$ cat src/rtl/wdt_irq_ctrl_pkg.sv
// wdt_irq_pkg: shared register map, controller states and source IDs for the interrupt controller
package wdt_irq_pkg;

    typedef enum logic [1:0] {
        ADDR_PENDING = 2'd0,
        ADDR_ENABLE  = 2'd1,
        ADDR_CLAIM   = 2'd2,
        ADDR_MODE    = 2'd3
    } addr_e;

    typedef enum logic {
        IDLE = 1'b0,
        BUSY = 1'b1
    } state_t;

    localparam int SRC_WDT = 1;
    localparam int SRC_DMA = 2;

endpackage

$ cat src/rtl/wdt_irq_ctrl_if.sv
// wdt_irq_ctrl_if: CPU register port and interrupt line of the controller
//   reg_wen/reg_ren/reg_addr/reg_wdata : CPU -> controller access strobes
//   reg_rdata/reg_rvalid               : read response, one cycle after reg_ren
//   ext_irq                            : registered interrupt request to the CPU
interface wdt_irq_ctrl_if;

    logic        reg_wen;
    logic        reg_ren;
    logic [1:0]  reg_addr;
    logic [31:0] reg_wdata;
    logic [31:0] reg_rdata;
    logic        reg_rvalid;
    logic        ext_irq;

    modport master (
        output reg_wen, reg_ren, reg_addr, reg_wdata,
        input  reg_rdata, reg_rvalid, ext_irq
    );

    modport slave (
        input  reg_wen, reg_ren, reg_addr, reg_wdata,
        output reg_rdata, reg_rvalid, ext_irq
    );

endinterface

$ cat src/rtl/wdt_irq_ctrl_irq_gateway.sv
// irq_gateway: per-source request latch with level/edge qualification and in-flight blocking
//   clk, rst (sync, active low)
//   src      : synchronized interrupt level
//   mode     : 1 = edge, 0 = level
//   claim    : source is being claimed this cycle
//   complete : claimed source is being completed this cycle
//   pending, in_flight : gateway state
module irq_gateway (
    input  logic clk,
    input  logic rst,
    input  logic src,
    input  logic mode,
    input  logic claim,
    input  logic complete,
    output logic pending,
    output logic in_flight
);

    logic src_q;
    logic set;

    // requests arriving while the source is being serviced are dropped, not queued
    assign set = ~in_flight & (mode ? src & ~src_q : src);

    always_ff @(posedge clk) begin
        if (!rst) begin
            src_q     <= 1'b0;
            pending   <= 1'b0;
            in_flight <= 1'b0;
        end else begin
            src_q     <= src;
            pending   <= claim ? 1'b0 : (set | pending);
            in_flight <= claim | (in_flight & ~complete);
        end
    end

endmodule

$ cat src/rtl/wdt_irq_ctrl.sv
// wdt_irq_ctrl: fixed-priority interrupt controller with claim/complete register port
//   clk, rst (sync, active low)
//   src_irq : synchronized interrupt levels, bit i-1 is source ID i (ID 1 = WDT, ID 2 = DMA)
//   bus     : register port (PENDING/ENABLE/CLAIM/MODE) and ext_irq
module wdt_irq_ctrl
    import wdt_irq_pkg::*;
#(
    parameter int N_SRC = 2
) (
    input  logic             clk,
    input  logic             rst,
    input  logic [N_SRC-1:0] src_irq,
    wdt_irq_ctrl_if.slave    bus
);

    localparam int ID_W = $clog2(N_SRC + 1);

    addr_e            addr;
    state_t           state;
    state_t           state_nx;
    logic [N_SRC-1:0] pending;
    logic [N_SRC-1:0] in_flight;
    logic [N_SRC-1:0] enable;
    logic [N_SRC-1:0] mode;
    logic [N_SRC-1:0] req;
    logic [ID_W-1:0]  claim_id;
    logic [ID_W-1:0]  cur_id;
    logic [31:0]      rdata_nx;
    logic             claim_fire;
    logic             complete_fire;
    logic             unused_wdata;

    assign addr         = addr_e'(bus.reg_addr);
    assign req          = pending & enable;
    assign unused_wdata = ^bus.reg_wdata[31:N_SRC];

    // lowest-numbered requesting source wins; 0 means nothing to claim
    always_comb begin
        claim_id = '0;
        for (int k = N_SRC; k >= 1; k--)
            if (req[k-1]) claim_id = ID_W'(k);
    end

    // a simultaneous write turns the read into a side-effect-free dummy
    assign claim_fire    = bus.reg_ren && !bus.reg_wen && addr == ADDR_CLAIM && state == IDLE && claim_id != '0;
    assign complete_fire = bus.reg_wen && addr == ADDR_CLAIM && state == BUSY && bus.reg_wdata[ID_W-1:0] == cur_id;

    genvar i;
    generate
        for (i = 0; i < N_SRC; i++) begin : g_src
            irq_gateway u_gw (
                .clk       (clk),
                .rst       (rst),
                .src       (src_irq[i]),
                .mode      (mode[i]),
                .claim     (claim_fire && claim_id == ID_W'(i + 1)),
                .complete  (complete_fire && cur_id == ID_W'(i + 1)),
                .pending   (pending[i]),
                .in_flight (in_flight[i])
            );
        end
    endgenerate

    always_comb begin
        state_nx = claim_fire ? BUSY : complete_fire ? IDLE : state;
    end

    always_comb begin
        rdata_nx = bus.reg_wen              ? 32'd0 :
                   addr == ADDR_PENDING     ? 32'(pending) :
                   addr == ADDR_ENABLE      ? 32'(enable) :
                   addr == ADDR_MODE        ? 32'(mode) :
                   state == IDLE            ? 32'(claim_id) : 32'd0;
    end

    always_ff @(posedge clk) begin
        if (!rst) begin
            state          <= IDLE;
            enable         <= '0;
            mode           <= '0;
            cur_id         <= '0;
            bus.ext_irq    <= 1'b0;
            bus.reg_rdata  <= '0;
            bus.reg_rvalid <= 1'b0;
        end else begin
            state          <= state_nx;
            cur_id         <= claim_fire ? claim_id : cur_id;
            enable         <= (bus.reg_wen && addr == ADDR_ENABLE) ? bus.reg_wdata[N_SRC-1:0] : enable;
            mode           <= (bus.reg_wen && addr == ADDR_MODE) ? bus.reg_wdata[N_SRC-1:0] : mode;
            bus.ext_irq    <= state == IDLE && |req;
            bus.reg_rvalid <= bus.reg_ren;
            bus.reg_rdata  <= bus.reg_ren ? rdata_nx : bus.reg_rdata;
        end
    end

endmodule

$ cat src/flat_wrapper.sv
// flat-port wrapper written by rule: the top's interface ports become plain ports
module wdt_irq_ctrl_flat import wdt_irq_pkg::*;
#(
    parameter int N_SRC = 2
)
  (clk, rst, src_irq, bus_reg_wen, bus_reg_ren, bus_reg_addr, bus_reg_wdata, bus_reg_rdata, bus_reg_rvalid, bus_ext_irq);
  wdt_irq_ctrl_if bus_i ();
  input  logic clk;
  input  logic rst;
  input  logic [N_SRC-1:0] src_irq;
  input wire logic [$bits(bus_i.reg_wen)-1:0] bus_reg_wen;
  input wire logic [$bits(bus_i.reg_ren)-1:0] bus_reg_ren;
  input wire logic [$bits(bus_i.reg_addr)-1:0] bus_reg_addr;
  input wire logic [$bits(bus_i.reg_wdata)-1:0] bus_reg_wdata;
  output wire logic [$bits(bus_i.reg_rdata)-1:0] bus_reg_rdata;
  output wire logic [$bits(bus_i.reg_rvalid)-1:0] bus_reg_rvalid;
  output wire logic [$bits(bus_i.ext_irq)-1:0] bus_ext_irq;
  assign bus_i.reg_wen = bus_reg_wen;
  assign bus_i.reg_ren = bus_reg_ren;
  assign bus_i.reg_addr = bus_reg_addr;
  assign bus_i.reg_wdata = bus_reg_wdata;
  assign bus_reg_rdata = bus_i.reg_rdata;
  assign bus_reg_rvalid = bus_i.reg_rvalid;
  assign bus_ext_irq = bus_i.ext_irq;
  wdt_irq_ctrl #(.N_SRC(N_SRC)) u_core (.clk(clk), .rst(rst), .src_irq(src_irq), .bus(bus_i));
endmodule
$ cat config.mk
export PLATFORM = sky130hd
export DESIGN_NAME = wdt_irq_ctrl_flat
export DESIGN_NICKNAME = d
export VERILOG_FILES = /design/src/rtl/wdt_irq_ctrl_pkg.sv /design/src/rtl/wdt_irq_ctrl_if.sv /design/src/rtl/wdt_irq_ctrl_irq_gateway.sv /design/src/rtl/wdt_irq_ctrl.sv /design/src/flat_wrapper.sv
export SDC_FILE = /design/constraint.sdc
export NUM_CORES = 1
export LEC_CHECK = 0
export BUFFER_PORTS_ARGS = -buffer_cell sky130_fd_sc_hd__buf_4
export CORE_MARGIN = 2
export CORE_UTILIZATION = 30
export DETAILED_ROUTE_END_ITERATION = 10
export PLACE_DENSITY = 0.7
export SYNTH_ARGS = -nofsm -noshare
export SYNTH_HDL_FRONTEND = slang
export SYNTH_HIERARCHICAL = 1
export SYNTH_SLANG_ARGS = --single-unit
$ cat constraint.sdc
create_clock -name clk -period 1.3 [get_ports clk]
set_input_delay 0.195 -clock clk [delete_from_list [all_inputs] [get_ports clk]]
set_output_delay 0.195 -clock clk [all_outputs]
set_load 0.02 [all_outputs]
* Word-level counts from Yosys, hierarchy flattened
Index checks and enable logic that the tools add are counted.
** Operators by class
- Equal/unequal tests :: 8
- Mux-type cells :: 11
- Bitwise gates (word level) :: 19
- Reductions and logical operators :: 21
** Operators with widths (count)
- 32-bit 2-to-1 mux :: 4
- 1-bit logical AND :: 14
- 2-bit == test (second input constant) :: 4
- 1-bit NOT :: 8
- 1-bit bitwise AND :: 6
- 2-bit by 1-bit == test with 1-bit output (second input constant) :: 3
- 2-bit 2-to-1 mux :: 3
- 2-bit OR reduction :: 3
- 1-bit 2-to-1 mux :: 4
- 1-bit bitwise OR :: 4
- 2-bit nonzero test :: 2
- 2-bit bitwise AND :: 1
- 2-bit == test :: 1
- 2-bit logical NOT :: 1
- 1-bit logical NOT :: 1
** Word-level totals
- Bits in registers :: 47
- Bits of input ports :: 40
- Logic and storage cells :: 72

* Logic depth before layout (Yosys ltp)
Gate-level depths: netlist of run 1.
- Depth in word-level cells :: 8
- Gate-level depth with buffers :: 6
- Depth with buffers taken out :: 5

* Hierarchy
The synthesis of run 1 kept the hierarchy.
** By module, submodules not included
- wdt_irq_ctrl :: times used 1, cells an instance 94, area an instance 797.0 um^2, seq. area each 220.2 um^2
- irq_gateway :: times used 2, cells an instance 10, area an instance 103.8 um^2, seq. area each 60.1 um^2

* Least setup slack after synthesis of run 1
Ideal clock, no wire load.
- Path type :: flip-flop to flip-flop
- Start point :: register u_core.cur_id[0]
- End point :: register u_core.g_src[1].u_gw.in_flight
- Library setup time :: 0.115 ns
- Arrival time :: 1.371 ns
- Required time :: 1.185 ns
- Setup slack :: -0.185 ns
- Stages on the path, launching flop included :: 6
- Path buffers :: 0
- Path through :: dfxtp_1 xor2_1 or4_4 nor3b_2 nor2_1 o21a_1
** On the way
- Word-level cells in the longest chain between the ends :: 6
- Elaborated cells on any way between the ends :: 7
** RTL lines
- start, declared :: line wdt_irq_ctrl.sv:27 : logic [ID_W-1:0] cur_id;
- start signal, assigned :: line wdt_irq_ctrl.sv:87 : cur_id <= claim_fire ? claim_id : cur_id;
- 2-bit == test :: line wdt_irq_ctrl.sv:46 : assign complete_fire = bus.reg_wen && addr == ADDR_CLAIM && state == BUSY && bus.reg_wdata[ID_W-1:0] == cur_id ...
- 1-bit logical AND :: line wdt_irq_ctrl.sv:46
- 1-bit logical AND (*) :: line wdt_irq_ctrl.sv:57 : .complete (complete_fire && cur_id == ID_W'(i + 1)),
- 1-bit NOT (*) :: line wdt_irq_ctrl_irq_gateway.sv:33 : in_flight <= claim | (in_flight & ~complete);
- 1-bit bitwise AND (*) :: line wdt_irq_ctrl_irq_gateway.sv:33
- 1-bit bitwise OR (*) :: line wdt_irq_ctrl_irq_gateway.sv:33
- end signal, assigned :: line wdt_irq_ctrl_irq_gateway.sv:33
- end, declared :: line wdt_irq_ctrl_irq_gateway.sv:16 : output logic in_flight
Mark *: on every way between the ends. The rest lies on a longest branch, timed or not.
A chain may end at the register's enable or synchronous reset.

* Final worst setup path of run 1
Same ends and word-level chain as after synthesis.

==> results of run 1 <==
==> through the flow <==
stage                     setup WS, ps  utilization, %  power (uW)  hold slack (ps)
after floorplan                   -134               -         761              312
after global placement            -201            34.4         755              413
after detailed placement          -219            34.4         757              414
after CTS                         -168            35.6        1040              111
after global routing              -208            35.8        1090              102
final                             -151            35.8        1030              120
==> sequential cells by signal, summed over array words and instances (netlist names), 2 cells and up <==
register / cells
u_core/bus.reg_rdata: 2
u_core/g_src.u_gw/pending: 2
u_core/cur_id: 2
u_core/g_src.u_gw/src_q: 2
u_core/g_src.u_gw/in_flight: 2
u_core/mode: 2
u_core/enable: 2
==> how the worst max path moves through the flow <==
stage | start | endpoint | slack [ps] | cells after the start
after detailed placement | bus_reg_addr[0] | u_core/g_src[0].u_gw/in_flight | -220 | 6
after CTS | u_core/cur_id[0] | u_core/g_src[1].u_gw/in_flight | -170 | 5
after global routing | u_core/cur_id[0] | u_core/g_src[1].u_gw/in_flight | -210 | 5
after global placement | bus_reg_addr[0] | u_core/g_src[0].u_gw/in_flight | -200 | 6
after floorplan | u_core/cur_id[0] | u_core/g_src[0].u_gw/in_flight | -130 | 5
final | u_core/cur_id[0] | u_core/g_src[1].u_gw/in_flight | -150 | 5
==> kinds of logic after synthesis <==
kind of cell / Yosys count
xor gates and xnor gates: 2
and+or+nand+nor: 38
AOI/OAI and AO/OA: 16
DFF: 17
other: 1
muxes: 4
buffers and inverters: 36
==> power breakdown <==
group          switching, uW  leakage, uW  internal, uW  total (uW)
Sequential              9.51     0.000140           537         546
Combinational            135     0.000382          66.2         202
Clock                    159    0.0000150           119         278
==> cells in the mapped netlist (2+ instances only) <==
| cell | count |
|---|---|
| sky130_fd_sc_hd__nor2_1 | 10 |
| sky130_fd_sc_hd__nand2b_4 | 2 |
| sky130_fd_sc_hd__inv_1 | 4 |
| sky130_fd_sc_hd__xor2_1 | 2 |
| sky130_fd_sc_hd__a21oi_1 | 2 |
| sky130_fd_sc_hd__nor3b_2 | 4 |
| sky130_fd_sc_hd__o21a_1 | 2 |
| sky130_fd_sc_hd__mux2i_1 | 4 |
| sky130_fd_sc_hd__and2_1 | 4 |
| sky130_fd_sc_hd__o21ai_0 | 4 |
| sky130_fd_sc_hd__a211oi_1 | 2 |
| sky130_fd_sc_hd__a31oi_1 | 2 |
| sky130_fd_sc_hd__nand3_1 | 3 |
| sky130_fd_sc_hd__buf_4 | 30 |
| sky130_fd_sc_hd__dfxtp_1 | 17 |
| sky130_fd_sc_hd__nand3b_1 | 2 |
| sky130_fd_sc_hd__nor3_1 | 3 |
| sky130_fd_sc_hd__nand2_1 | 6 |
==> per-layer routing <==
| layer | vias to the layer above | track usage (%) |
|---|---|---|
| met5 | - | 0 |
| met4 | 0 | 7.60 |
| met3 | 6 | 3.93 |
| met2 | 36 | 18.2 |
| met1 | 335 | 11.8 |
| li1 | 380 | - |
==> cell type report <==
| cell class | instances | area share [%] |
|---|---|---|
| Sequential cell | 17 | 29.2 |
| Timing Repair Buffer | 26 | 16.6 |
| Inverter | 4 | 1.28 |
| Clock buffer | 4 | 2.24 |
| Multi-Input combinational cell | 90 | 45.8 |
| Tap cell | 46 | 4.90 |
==> critical path: cells and delay by family, from the launching register on <==
kind / cells / cell delay (ps)
and+or+nand+nor: 3 / 720
DFF: 1 / 330
AOI/OAI and AO/OA: 1 / 160
xor gates and xnor gates: 1 / 140
==> repair_timing <==
| item | in CTS | in global routing |
|---|---|---|
| gates resized for setup | 4 | 1 |
| pin swaps | 3 | 1 |
| endpoints found under the setup margin | 6 | 6 |
==> results.md, run 1 <==
### Synth
* **Post-synth top flop** sky130_fd_sc_hd__dfxtp_1
* **share of synthesized flip-flops with an asynchronous set or reset** 0%
* **Synth Area in Simple Gates** 23.7%
* **share of synthesized area spent on multiplexers** 3.99%
* **post-synth design cell area** 1000 sq um
* **sequential share of the synthesized area** 33.9%
* **dominant combinational cell family by area after synthesis** buffers and inverters
* **cell count after synthesis** 114
* **Mean Syn Cell Area** 8.81 sq um
* **number of distinct library cells after synthesis** 29
* **count of state elements after synthesis** 17
* **Post-Synth Adder-Cell Area** 0%
* **xor/xnor share of the synthesized area** 1.74%
* **compound-cell area share of the yosys netlist** 11.0%
* **number of warning messages in the yosys log** 6
* **leading post-synthesis cells by cell area** sky130_fd_sc_hd__dfxtp_1, sky130_fd_sc_hd__buf_4, sky130_fd_sc_hd__nor3b_2
* **fraction of post-synthesis cell area in the top cell type by area** 33.9%
* **Synth area leader** sky130_fd_sc_hd__dfxtp_1
* **count of flip-flops with a built-in enable after synthesis** 0

### Critical path
* **endpoint required time on the critical path** 1490 ps
* **critical path arrival** 1640 ps
* **R2R Setup Slk** -150 ps
* **CP endpoint kind** flop
* **reg-to-reg endpoint** u_core/g_src[1].u_gw/in_flight
* **crit-path cells** xor2_1, or4_4, nor3b_2, nor2_1, o21a_1
* **CP Max Fanout** 3
* **RR Startpoint** u_core/cur_id[0]
* **cell type of the slowest stage on the worst timing path** sky130_fd_sc_hd__or4_4
* **Startpoint Class** flop
* **Critical Path Max Stage Delay** 500 ps
* **class of the most critical setup path** reg -> reg
* **logic depth of the worst register-to-register path** 5

### Finish
* **most frequent standard cell in the layout excluding fill and tap cells** sky130_fd_sc_hd__conb_1
* **final std cell area, no fill** 1170 sq um
* **diodes inserted** 0
* **share of final-layout standard cells stronger than drive strength 1** 30.5%
* **filler cell count** 353
* **count of nets after finishing** 182
* **Post-Layout Cell Count** 187
* **register area** 343 sq um
* **area of the multi-input gates** 538 sq um
* **commonest cells after routing, fill and taps aside** sky130_fd_sc_hd__conb_1, sky130_fd_sc_hd__buf_4, sky130_fd_sc_hd__dfxtp_1
* **area overhead of the layout relative to synthesis** 16.9%

### Worst hold path
* **startpoint of the worst hold path** src_irq[1]
* **Worst Hold Endpoint** u_core/g_src[1].u_gw/src_q
* **Tightest Hold Check Type** in -> reg
* **Cells on Worst Hold Path** 2

### Clocking
* **Clk pin slew, worst setup/hold paths** 90 ps
* **CTS sink cnt** 17
* **number of clock buffers inserted by TritonCTS** 3
* **CTS tree** done
* **root buffer selected by CTS** sky130_fd_sc_hd__clkbuf_4
* **# hold bufs at CTS** 0
* **setup repair bufs after CTS** 0
* **Skew-Pair Late Insertion Delay** 280 ps
* **H-tree levels** 1
* **buffers from clock root to sink, at most** 2

### Timing
* **final total negative setup slack** -290 ps
* **number of hold-slack violations in the final timing report** 0
* **setup-violating endpoint count in the final report** 2
* **RSZ-0062 raised after global routing** true
* **final worst path period share** 112%
* **fin. max-slew vios** 0
* **upper clock frequency limit** 0.689 GHz
* **PnR worst setup slack** -151 ps
* **final worst path period need** 1450 ps
* **setup skew after layout** 3.03 ps

### Route
* **wire length on met2** 900 um
* **Initial DRC Count** 11
* **Antenna Nets Post-Route** 0
* **DRT met1 WL** 742 um
* **number of detailed-routing iterations run before antenna repair** 4
* **met3 layer wire length in the routed design** 145 um
* **WL per Instance** 9.86 um
* **drt drc** 0
* **Via density** 4.05
* **Via Count** 757
* **detailed-route wire length** 1840 um
* **top routing layer in use** met4

### GRT
* **number of antenna violations at the first check in global routing** 0
* **wire length of the first global-routing pass** 2970 um
* **vias in the first global route** 684
* **total gr overflow** 0
* **GRT Total Usage** 11.0%
* **largest net degree at the start of global routing** 13

### Run
* **# Max-Cap Violations** 0

### Status
* **violations in the final reports** negative setup slack
* **result of the run** finished with violations

### Placed design
* **count of input and output buffers** 13
* **hpwl dp** 1450 um
* **cell area reported after detailed placement** 1130 sq um
* **global placer's final weighted congestion** 0.896
* **total instance count after detailed placement** 183

### Pwr
* **Worst IR Drop VDD** 0.257 mV
* **Static Leakage** 0.000537 uW
* **PD cells** 873 nW/um^2

### Floorplan
* **# IOs** 74
* **starting utilization of the core area** 30.6%
* **Die Span X** 61.9 um
* **number of standard-cell rows in the floorplan** 21
* **Floorplan Core Area** 3280 sq um
* **die outline area** 3830 sq um
* **chip height** 61.9 um

Note: power is estimated with default switching activity, not from simulation.
==> run 2, diff against run 1 <==
Settings changed: PLACE_DENSITY 0.7 to 0.65.
==> results.md, run 2 (synthesized netlist as in run 1, its figures left out) <==
### Timing
* **PnR worst setup slack** -152 ps
* **number of hold-slack violations in the final timing report** 0
* **setup-violating endpoint count in the final report** 2
* **fin. max-slew vios** 0
* **final worst path period need** 1450 ps
* **final total negative setup slack** -296 ps
* **setup skew after layout** 3.62 ps
* **final worst path period share** 112%
* **upper clock frequency limit** 0.689 GHz
* **RSZ-0062 raised after global routing** true

### GRT
* **vias in the first global route** 660
* **number of antenna violations at the first check in global routing** 0
* **total gr overflow** 0
* **GRT Total Usage** 10.2%
* **wire length of the first global-routing pass** 2770 um
* **largest net degree at the start of global routing** 13

### Finish
* **area overhead of the layout relative to synthesis** 14.2%
* **share of final-layout standard cells stronger than drive strength 1** 29.4%
* **commonest cells after routing, fill and taps aside** sky130_fd_sc_hd__conb_1, sky130_fd_sc_hd__buf_4, sky130_fd_sc_hd__dfxtp_1
* **most frequent standard cell in the layout excluding fill and tap cells** sky130_fd_sc_hd__conb_1
* **diodes inserted** 0
* **core occupancy in the finished layout** 34.9%
* **filler cell count** 356
* **count of nets after finishing** 177
* **final std cell area, no fill** 1150 sq um

### Critical path
* **class of the most critical setup path** reg -> reg
* **CP Max Fanout** 3
* **critical path arrival** 1650 ps
* **endpoint required time on the critical path** 1490 ps
* **Startpoint Class** flop
* **CP endpoint kind** flop
* **R2R Setup Slk** -150 ps

### Clocking
* **root buffer selected by CTS** sky130_fd_sc_hd__clkbuf_4
* **H-tree levels** 1
* **# hold bufs at CTS** 0
* **CTS sink cnt** 17
* **Clk pin slew, worst setup/hold paths** 90 ps
* **Skew-Pair Late Insertion Delay** 290 ps
* **number of clock buffers inserted by TritonCTS** 3
* **buffers from clock root to sink, at most** 2
* **CTS tree** done

### Worst hold path
* **Tightest Hold Check Type** in -> reg

### Route
* **drt drc** 0
* **Via density** 4.02
* **WL per Instance** 9.54 um
* **Initial DRC Count** 11
* **Antenna Nets Post-Route** 0
* **number of detailed-routing iterations run before antenna repair** 4
* **detailed-route wire length** 1740 um
* **Via Count** 731

### Pwr
* **Static Leakage** 0.000518 uW
* **PD cells** 890 nW/um^2
* **power after layout** 1020 uW
* **Worst IR Drop VDD** 0.264 mV

### Placed design
* **global placer's final weighted congestion** 0.823
* **count of input and output buffers** 13
* **Post-Place Worst Slack** -221 ps
* **cell area reported after detailed placement** 1090 sq um
* **hpwl dp** 1410 um

### Floorplan
* **Floorplan Core Area** 3280 sq um
* **number of standard-cell rows in the floorplan** 21
* **chip height** 61.9 um
* **Die Span X** 61.9 um
* **die outline area** 3830 sq um
* **starting utilization of the core area** 30.6%
* **# IOs** 74

### Status
* **violations in the final reports** negative setup slack
* **result of the run** finished with violations

### Run
* **# Max-Cap Violations** 0

[run 2: path summary, 6_finish.rpt]
check,start,to,cells past startpoint
min,src_irq[0],u_core/g_src[0].u_gw/src_q,2
max reg2reg,u_core/cur_id[0],u_core/g_src[1].u_gw/in_flight,5
max,u_core/cur_id[0],u_core/g_src[1].u_gw/in_flight,5
min reg2reg,u_core/bus.reg_rdata[0],u_core/bus.reg_rdata[0],2
[run 2: area by class of cell]
class	instances	area, sq um	share of cell area [%]
flip-flops and latches	17	343	29.9
clock buffers	4	26.3	2.29
multi-input cells	90	548	47.8
inverters	4	15.0	1.31
well taps	46	57.6	5.02
repair buffers	21	158	13.7
[run 2: worst max-delay path, stage by stage, from the launching register on]
cell and delay (ps):
sky130_fd_sc_hd__dfxtp_2 340, sky130_fd_sc_hd__xor2_1 130, sky130_fd_sc_hd__or4_4 510, sky130_fd_sc_hd__nor3b_2 180, sky130_fd_sc_hd__nor2_1 50, sky130_fd_sc_hd__o21a_1 150
[run 2: report_power, final]
group	switching, uW	total [uW]	leakage (uW)	internal, uW
logic	133	193	0.000363	60.1
registers	10.6	547	0.000140	537
clock network	161	281	0.0000150	119
[run 2: metrics by stage]
stage / cells / hold slack (ps)
after global routing: 182 / 111
final: 182 / 116
after detailed placement: 178 / 424
after global placement: 178 / 412
after CTS: 182 / 108
after floorplan: 143 / 312
[run 2: timing repair]
action                                 CTS  global route
pin swaps                                4             0
endpoints found under the hold margin    0             0
resized for setup                        3             4
buffers inserted                         0             0
setup endpoints to repair                6             5
[run 2: per-layer routing]
| layer | routed length [um] | global-route usage [%] | part of all wire [%] |
|---|---|---|---|
| met1 | 703 | 10.5 | 40 |
| met5 | 0 | 0 | 0 |
| met2 | 908 | 18.3 | 52 |
| met3 | 91 | 2.48 | 5.2 |
| met4 | 34 | 6.38 | 2.0 |
==> run 3, diff against run 2 <==
Settings changed: ABC_AREA from default to 1, PLACE_DENSITY 0.65 to 0.64.
==> results.md, run 3 <==
### Placed design
* **global placer's final weighted congestion** 0.738
* **count of input and output buffers** 13
* **total instance count after detailed placement** 208
* **cell area reported after detailed placement** 1090 sq um
* **hpwl dp** 1400 um

### Timing
* **number of hold-slack violations in the final timing report** 0
* **fin. max-slew vios** 0
* **upper clock frequency limit** 0.798 GHz
* **setup-violating endpoint count in the final report** 0
* **final worst path period need** 1250 ps
* **setup skew after layout** 9.56 ps
* **final worst path period share** 96.4%

### Clocking
* **Clk pin slew, worst setup/hold paths** 100 ps
* **CTS sink cnt** 17
* **Skew-Pair Late Insertion Delay** 300 ps
* **number of clock buffers inserted by TritonCTS** 3
* **buffers from clock root to sink, at most** 2
* **CTS tree** done
* **root buffer selected by CTS** sky130_fd_sc_hd__clkbuf_4
* **# hold bufs at CTS** 0
* **H-tree levels** 1

### Synth
* **Post-Synth Adder-Cell Area** 0%
* **share of synthesized area spent on multiplexers** 0%
* **Synth Area in Simple Gates** 24.6%
* **top cells by instance count after synthesis** sky130_fd_sc_hd__nand2_1, sky130_fd_sc_hd__buf_4, sky130_fd_sc_hd__inv_1, sky130_fd_sc_hd__dfxtp_1, sky130_fd_sc_hd__a21oi_1
* **fraction of post-synthesis cell area in the top cell type by area** 32.5%
* **compound-cell area share of the yosys netlist** 10.1%
* **count of flip-flops with a built-in enable after synthesis** 0
* **leading post-synthesis cells by cell area** sky130_fd_sc_hd__dfxtp_1, sky130_fd_sc_hd__buf_4, sky130_fd_sc_hd__nand2_1
* **Post-synth top flop** sky130_fd_sc_hd__dfxtp_1
* **Mean Syn Cell Area** 7.04 sq um
* **number of warning messages in the yosys log** 6
* **dominant combinational cell family by area after synthesis** buffers and inverters
* **sequential share of the synthesized area** 32.5%
* **post-synth design cell area** 1050 sq um
* **most instantiated library cell after synthesis** sky130_fd_sc_hd__nand2_1
* **number of distinct library cells after synthesis** 17
* **Synth area leader** sky130_fd_sc_hd__dfxtp_1
* **share of synthesized flip-flops with an asynchronous set or reset** 0%
* **cell count after synthesis** 149
* **xor/xnor share of the synthesized area** 1.67%
* **count of state elements after synthesis** 17

### Floorplan
* **starting utilization of the core area** 31.4%
* **number of standard-cell rows in the floorplan** 21
* **# IOs** 74
* **Die Span X** 63.1 um
* **chip height** 63.1 um
* **die outline area** 3980 sq um
* **Floorplan Core Area** 3340 sq um

### Critical path
* **Critical Path Max Stage Delay** 440 ps
* **crit-path leading delay family** flip-flops
* **crit-path cells** xnor2_1, nand3_2, nor3_4, nor2_2, o21a_1
* **Startpoint Class** flop
* **logic depth of the worst register-to-register path** 5
* **cell type of the slowest stage on the worst timing path** sky130_fd_sc_hd__dfxtp_1
* **Worst path depth** 5
* **CP endpoint kind** flop
* **CP Max Fanout** 4
* **Worst Path Buf+Inv** 0
* **endpoint required time on the critical path** 1500 ps
* **critical path arrival** 1450 ps
* **class of the most critical setup path** reg -> reg

### GRT
* **wire length of the first global-routing pass** 2990 um
* **GRT Total Usage** 9.60%
* **largest net degree at the start of global routing** 13
* **vias in the first global route** 719
* **total gr overflow** 0
* **number of antenna violations at the first check in global routing** 0

### Route
* **Initial DRC Count** 12
* **detailed-route wire length** 1820 um
* **Via density** 3.80
* **WL per Instance** 8.55 um
* **wire length on met2** 821 um
* **drt drc** 0
* **Antenna Nets Post-Route** 0
* **met3 layer wire length in the routed design** 165 um
* **top routing layer in use** met4
* **Via Count** 810
* **DRT met1 WL** 812 um
* **number of detailed-routing iterations run before antenna repair** 4

### Status
* **result of the run** finished, final reports clean

### Finish
* **area overhead of the layout relative to synthesis** 8.47%
* **most frequent standard cell in the layout excluding fill and tap cells** sky130_fd_sc_hd__nand2_1
* **core occupancy in the finished layout** 34.1%
* **final std cell area, no fill** 1140 sq um
* **Post-Layout Cell Count** 213
* **filler cell count** 394
* **commonest cells after routing, fill and taps aside** sky130_fd_sc_hd__nand2_1, sky130_fd_sc_hd__conb_1, sky130_fd_sc_hd__inv_1
* **share of final-layout standard cells stronger than drive strength 1** 21.0%
* **count of nets after finishing** 208
* **diodes inserted** 0

### Pwr
* **Static Leakage** 0.000576 uW
* **PD cells** 921 nW/um^2
* **Worst IR Drop VDD** 0.475 mV

### Worst hold path
* **Tightest Hold Check Type** in -> reg
* **Cells on Worst Hold Path** 3

### Run
* **# Max-Cap Violations** 0

[run 3: cell count changes after synthesis, sizes merged, moves of 3 or more]
cell | before | now
a21oi | 2 | 12
and2 | 4 | 0
inv | 4 | 26
mux2i | 4 | 0
nand2 | 6 | 34
nand2b | 3 | 0
nand3 | 3 | 9
nor3b | 4 | 0
[run 3: where the power goes]
part	switching (uW)	internal, uW	leakage (uW)
logic	150	54.6	0.000422
clock network	171	120	0.0000150
registers	11.2	541	0.000139
total	332	715	0.000576
[run 3: worst reg2reg max path, delay by kind of cell (launching register included)]
kind	cells	cell delay [ps]
flip-flops	1	440
AND/OR/NAND/NOR	3	390
XOR/XNOR	1	180
AO/OA/AOI/OAI	1	150
[run 3: worst paths after layout]
kind                            from                        endpoint  slack, ps
max                 u_core/cur_id[0]  u_core/g_src[1].u_gw/in_flight         50
min                       src_irq[1]      u_core/g_src[1].u_gw/src_q         90
max reg2reg         u_core/cur_id[0]  u_core/g_src[1].u_gw/in_flight         50
min reg2reg  u_core/bus.reg_rdata[0]         u_core/bus.reg_rdata[0]        480
[run 3: timing repair]
action	4_1_cts	5_1_grt
gates resized for setup	0	2
buffers inserted	0	1
endpoints found under the setup margin	0	2
[run 3: layout make-up]
cell class | count | area [sq um] | share of cell area, %
clock buffer | 4 | 26.3 | 2.31
timing repair buffer | 15 | 113 | 9.90
inverter | 26 | 97.6 | 8.58
multi-input combinational | 105 | 503 | 44.2
tap | 46 | 57.6 | 5.06
sequential | 17 | 340 | 29.9
[run 3: routing by layer]
layer	vias to the layer above	global-route usage [%]
met5	-	0
met4	0	3.33
met3	4	3.57
met2	32	15.4
met1	345	11.7
li1	429	-
[run 3: through the flow]
step	power, uW	worst slack (ps)	TNS, ps	hold slack [ps]
floorplan	781	175	0	288
global placement	766	73.4	0	391
detailed placement	768	66.9	0	397
CTS	1060	57.7	0	74.4
global route	1110	-14.2	-14.2	75.2
finish	1050	47.1	0	86.1
[run 3: cell families after synthesis]
logic type | count (synthesis)
AOI/OAI and AO/OA | 18
buffers and inverters | 56
xor gates and xnor gates | 2
DFF | 17
and+or+nand+nor | 55
other | 1
